$ cat src/rtl/display_timing_ctrl.sv
// ---------------------------------------------------------------------------
// display_timing_ctrl
// Raster timing generator for a parallel RGB display. Counts pixels per
// line (h) and lines per frame (v), produces active-low H/V syncs, data
// enable, frame-start pulse and RGB, all registered with one clock of
// latency, and pulls pixels from a source with a sticky underflow flag.
//
// Ports
//   iCLOCK          pixel clock
//   iRESET          asynchronous active-high reset
//   iENA            timing enable (low: counters and outputs held idle)
//   iPIXEL_VALID    source has a pixel this cycle
//   iPIXEL_DATA     {R,G,B} pixel from source
//   oPIXEL_REQ      combinational: pixel consumed this cycle if valid
//   onSYNC_H/V      active-low horizontal / vertical sync
//   oDISP_DE        active-area data enable
//   oDISP_R/G/B     pixel colour, zero outside the active area
//   oFRAME_START    one-cycle pulse at frame origin
//   oUNDERFLOW      sticky flag: active cycle without a valid pixel
//   iUNDERFLOW_CLR  clears oUNDERFLOW (a same-cycle set wins)
// ---------------------------------------------------------------------------
module display_timing_ctrl #(
    parameter int unsigned P_H_AREA = 640,
    parameter int unsigned P_V_AREA = 480,
    parameter int unsigned P_THP    = 95,
    parameter int unsigned P_THB    = 48,
    parameter int unsigned P_THF    = 15,
    parameter int unsigned P_TVP    = 2,
    parameter int unsigned P_TVB    = 33,
    parameter int unsigned P_TVF    = 10
) (
    input  logic        iCLOCK,
    input  logic        iRESET,
    input  logic        iENA,
    input  logic        iPIXEL_VALID,
    input  logic [23:0] iPIXEL_DATA,
    output logic        oPIXEL_REQ,
    output logic        onSYNC_H,
    output logic        onSYNC_V,
    output logic        oDISP_DE,
    output logic [7:0]  oDISP_R,
    output logic [7:0]  oDISP_G,
    output logic [7:0]  oDISP_B,
    output logic        oFRAME_START,
    output logic        oUNDERFLOW,
    input  logic        iUNDERFLOW_CLR
);

    localparam int unsigned HT     = P_THP + P_THB + P_H_AREA + P_THF;
    localparam int unsigned VT     = P_TVP + P_TVB + P_V_AREA + P_TVF;
    localparam int unsigned HW     = $clog2(HT);
    localparam int unsigned VW     = $clog2(VT);
    localparam int unsigned HA_BEG = P_THP + P_THB;
    localparam int unsigned HA_END = HA_BEG + P_H_AREA - 1;
    localparam int unsigned VA_BEG = P_TVP + P_TVB;
    localparam int unsigned VA_END = VA_BEG + P_V_AREA - 1;

    logic [HW-1:0] r_h_cnt;
    logic [VW-1:0] r_v_cnt;
    logic          r_sync_h_n;
    logic          r_sync_v_n;
    logic          r_de;
    logic [23:0]   r_rgb;
    logic          r_frame_start;
    logic          r_underflow;

    logic          w_h_last;
    logic          w_v_last;
    logic          w_hsync;
    logic          w_vsync;
    logic          w_active;
    logic          w_origin;
    logic [23:0]   w_pix;

    // Decode of the current raster position
    assign w_h_last = (r_h_cnt == HW'(HT - 1));
    assign w_v_last = (r_v_cnt == VW'(VT - 1));
    assign w_hsync  = (r_h_cnt < HW'(P_THP));
    assign w_vsync  = (r_v_cnt < VW'(P_TVP));
    assign w_active = (r_h_cnt >= HW'(HA_BEG)) && (r_h_cnt <= HW'(HA_END)) &&
                      (r_v_cnt >= VW'(VA_BEG)) && (r_v_cnt <= VW'(VA_END));
    assign w_origin = (r_h_cnt == '0) && (r_v_cnt == '0);
    // Missing pixel in the active area shows as black
    assign w_pix    = iPIXEL_VALID ? iPIXEL_DATA : 24'h000000;

    // Pixel pull is combinational so the source sees it in the same cycle
    assign oPIXEL_REQ = iENA & w_active & ~iRESET;

    // Raster counters and registered, mutually aligned outputs
    always_ff @(posedge iCLOCK or posedge iRESET) begin
        if (iRESET) begin
            r_h_cnt       <= '0;
            r_v_cnt       <= '0;
            r_sync_h_n    <= 1'b1;
            r_sync_v_n    <= 1'b1;
            r_de          <= 1'b0;
            r_rgb         <= 24'h000000;
            r_frame_start <= 1'b0;
            r_underflow   <= 1'b0;
        end else if (!iENA) begin
            // Disabled: park at origin so re-enable starts a fresh frame
            r_h_cnt       <= '0;
            r_v_cnt       <= '0;
            r_sync_h_n    <= 1'b1;
            r_sync_v_n    <= 1'b1;
            r_de          <= 1'b0;
            r_rgb         <= 24'h000000;
            r_frame_start <= 1'b0;
            r_underflow   <= 1'b0;
        end else begin
            if (w_h_last) begin
                r_h_cnt <= '0;
                r_v_cnt <= w_v_last ? '0 : r_v_cnt + VW'(1);
            end else begin
                r_h_cnt <= r_h_cnt + HW'(1);
            end
            r_sync_h_n    <= ~w_hsync;
            r_sync_v_n    <= ~w_vsync;
            r_de          <= w_active;
            r_rgb         <= w_active ? w_pix : 24'h000000;
            r_frame_start <= w_origin;
            // Set has priority over clear
            if (w_active && !iPIXEL_VALID) begin
                r_underflow <= 1'b1;
            end else if (iUNDERFLOW_CLR) begin
                r_underflow <= 1'b0;
            end
        end
    end

    assign onSYNC_H     = r_sync_h_n;
    assign onSYNC_V     = r_sync_v_n;
    assign oDISP_DE     = r_de;
    assign oDISP_R      = r_rgb[23:16];
    assign oDISP_G      = r_rgb[15:8];
    assign oDISP_B      = r_rgb[7:0];
    assign oFRAME_START = r_frame_start;
    assign oUNDERFLOW   = r_underflow;

endmodule
$ cat config.mk
export PLATFORM = sky130hd
export DESIGN_NAME = display_timing_ctrl
export DESIGN_NICKNAME = d
export VERILOG_FILES = /design/src/rtl/display_timing_ctrl.sv
export SDC_FILE = /design/constraint.sdc
export NUM_CORES = 1
export LEC_CHECK = 0
export CORE_ASPECT_RATIO = 1.25
export CORE_MARGIN = 8
export CORE_UTILIZATION = 35
export CTS_BUF_LIST = sky130_fd_sc_hd__clkbuf_16
export DETAILED_ROUTE_END_ITERATION = 7
export SLEW_MARGIN = 10
export SYNTH_ARGS = -nofsm -noshare
export SYNTH_HDL_FRONTEND = slang
export SYNTH_SLANG_ARGS = --single-unit
$ cat constraint.sdc
create_clock -name iCLOCK -period 2.51 [get_ports iCLOCK]
set_clock_uncertainty 0.15 [all_clocks]
set_input_delay 0.6275 -clock iCLOCK [delete_from_list [all_inputs] [get_ports iCLOCK]]
set_output_delay 0.6275 -clock iCLOCK [all_outputs]
set_load 0.01 [all_outputs]
==> impl_results.md <==
* Final Hold Viols at 0
* Post-synthesis compound-gate area fraction at 9.77%
* Die width at 86.7 um
* DRT Pass-1 Iters at 4
* Hpwl dp at 4.08 mm
* Net Count, Synth at 258
* Cell Pwr Density at 511 mW/mm^2
* Sequential element share of the synthesized area at 56.1%
* Number of buffers created by CTS at 5
* Post-synthesis mux area share at 0.457%
* Slew headroom at 58.6%
* Number of synthesized flops with an enable pin at 0
* Commonest non-fill, non-tap cell in the layout: clkdlybuf4s50_1
* Mapped cell area at 0.00219 mm^2
* IO buf count at 58
* Max VDD drop at 0.486 mV
* Setup CP Type: reg -> out
* Synth Register Bits at 49
* Synth-to-layout area growth at 53.1%
* Total congestion overflow at 0
* GRT Total Usage at 12.9%
* Netlist cell types at 39
* Max Fclk at 376 MHz
* Antenna-violating nets left at 0
* Area occupied by multi-input gates at 948 um^2
* Post-layout min period at 2.66 ns
* Routed WL at 5.40 mm
* Lkg Pwr at 1.55 nW
* Initial core utilization at 35.7%
* Synth Area in Adders at 3.43%
* Combinational family with the most area after synthesis: simple AND/OR/NAND/NOR gates
* Row Count at 32
* Failing checks: negative setup slack
* CTS Buffer Depth at 2
* Actual slew at the worst max-slew pin at 0.618 ns
* Largest net degree at the start of global routing at 34
* Ports at 59
* CTS tree: built
* CP arrival at 1.88 ns
* Clock latency on the worst-skew pair at 0.29 ns
* Async set-reset flop share out of synthesis at 100%
* Layout net count at 352
* Unrepaired setup endpoints after global routing: yes
* Outcome: finished with violations
* GP Congestion at 0.807
* Final instance area at 0.00335 mm^2
* Layout cells sized above 1 at 18.6%
* Worst EP required at 1.73 ns
* Initial antenna violation count at 0
* CTS Root Cell: clkbuf_16
* Die Ht at 104 um
* Crit. End Element: primary output
* Worst r2r path cells at 7
* Ant. Diodes at 0
* Commonest non-fill, non-tap cells in the layout: 56 x clkdlybuf4s50_1, 47 x dfrtp_1, 40 x nor2_1
* CP max FO at 2
* H-Tree Depth at 2
* WL/cell at 13.4 um
* Register Area at 0.00123 mm^2
* XOR/XNOR Fraction of Synth Area at 2.80%
* Clk sink count at 49
* Initial DRC Count at 52
* DP Area at 0.00314 mm^2
* Tot Pwr at 1.71 mW
* Clock Pin Slew Worst Setup and Hold Paths at 0.07 ns
* Top FF cell, synth: dfrtp_1
* Worst hold path cell count at 2
* Synth warn at 0
* Fill count at 560
* Final Setup Violations at 1
* Post-detailed-route via-to-cell ratio at 4.70
* Setup tns final at -0.147 ns
* Vias in the first global route at 1963
* DRC viols at 0
* Core area at 0.00613 mm^2
* Crit start category: flop
* Synth Area per Inst at 9.82 um^2
* Post-Synth Simple-Gate Area at 24.8%
* Hold WC Path Type: reg -> reg
* Worst slack at placement at -0.604 ns
* First-pass GRT wire length at 9.38 mm
* Total number of vias at 1895
* Fin crit share at 106%
* Max Transition Viols Final at 0
* Die ar. at 0.00906 mm^2
* Max cap viols at 0
* Minimum setup slack in the final design at -0.147 ns
* Cells after Synth at 223
## metrics by stage
step | cells | hold WS (ns) | utilization, %
2_1_floorplan | 223 | 0.348 | -
3_3_place_gp | 394 | 0.343 | 51.2
3_5_place_dp | 394 | 0.347 | 51.2
4_1_cts | 403 | 0.366 | 54.3
5_1_grt | 403 | 0.387 | 54.7
6_report | 403 | 0.360 | 54.7
## synthesized netlist by cell type, drive strengths merged, types with 4 or more instances
cell type	count	share of area, %
dfrtp	47	54
nor2	41	7.0
nand2	29	5.0
nand3	9	2.1
inv	8	1.4
o21ai	8	1.8
a22o	6	2.4
and3	6	1.7
clkbuf	6	1.0
ha	6	3.4
nor3	6	1.4
o31ai	5	1.9
or3	4	1.4
xor2	4	1.6
## logic make-up (layout without fill, tap and decap cells)
| group | Yosys count | count (layout) |
|---|---|---|
| buffers and inverters | 15 | 110 |
| AOI/OAI and AO/OA | 30 | 30 |
| muxes | 1 | 1 |
| and+or+nand+nor | 115 | 115 |
| DFF | 49 | 49 |
| xor gates and xnor gates | 7 | 7 |
| adders and majority gates | 6 | 6 |
## what timing repair did
item | CTS | global route
hold buffers | 0 | 0
gates resized for setup | 6 | 6
setup buffers | 1 | 0
cloned | 0 | 0
endpoints found under the setup margin | 1 | 17
pin swaps | 3 | 4
## worst max-delay path: stages, from the launching register on
cell and delay (ns):
dfrtp_1 0.38, or4_4 0.56, o31ai_4 0.20, o2111ai_2 0.17
nor2_2 0.16, buf_6 0.12
## flip-flops by register name (all words and copies together), names as in the netlist
| name | count |
|---|---|
| r_rgb | 24 |
| r_h_cnt | 10 |
| r_v_cnt | 10 |
| oDISP_DE | 1 |
| oFRAME_START | 1 |
| oUNDERFLOW | 1 |
| onSYNC_H | 1 |
| onSYNC_V | 1 |
## layout make-up
type / instances / area share, %
Multi-Input combinational cell: 159 / 28.3
Timing Repair Buffer: 94 / 25.9
Sequential cell: 49 / 36.7
Inverter: 8 / 0.896
Tap cell: 85 / 3.17
Clock buffer: 5 / 3.73
Clock inverter: 3 / 1.38
## power by group
part	internal [mW]	switching, mW	total [mW]
logic	0.0756	0.0627	0.138
clock network	0.472	0.303	0.775
registers	0.798	0.00293	0.800
## worst paths after layout
| check | start | end | slack, ns |
|---|---|---|---|
| max | r_v_cnt[2] | oPIXEL_REQ | -0.15 |
| min | oUNDERFLOW | oUNDERFLOW | 0.36 |
| max reg2reg | r_h_cnt[1] | r_v_cnt[8] | 0.22 |
| min reg2reg | oUNDERFLOW | oUNDERFLOW | 0.36 |
| max in group asynchronous | iRESET | r_rgb[8] | 1.04 |
| min in group asynchronous | iRESET | r_h_cnt[0] | 0.66 |
## per-layer routing
| metal | vias up | share of wire, % | global-route usage, % |
|---|---|---|---|
| li1 | 946 | - | - |
| met1 | 879 | 42 | 15.0 |
| met2 | 62 | 44 | 19.1 |
| met3 | 8 | 12 | 7.43 |
| met4 | 0 | 1.5 | 4.94 |
| met5 | - | 0 | 0 |
Note: power is estimated with default switching activity, not from simulation.
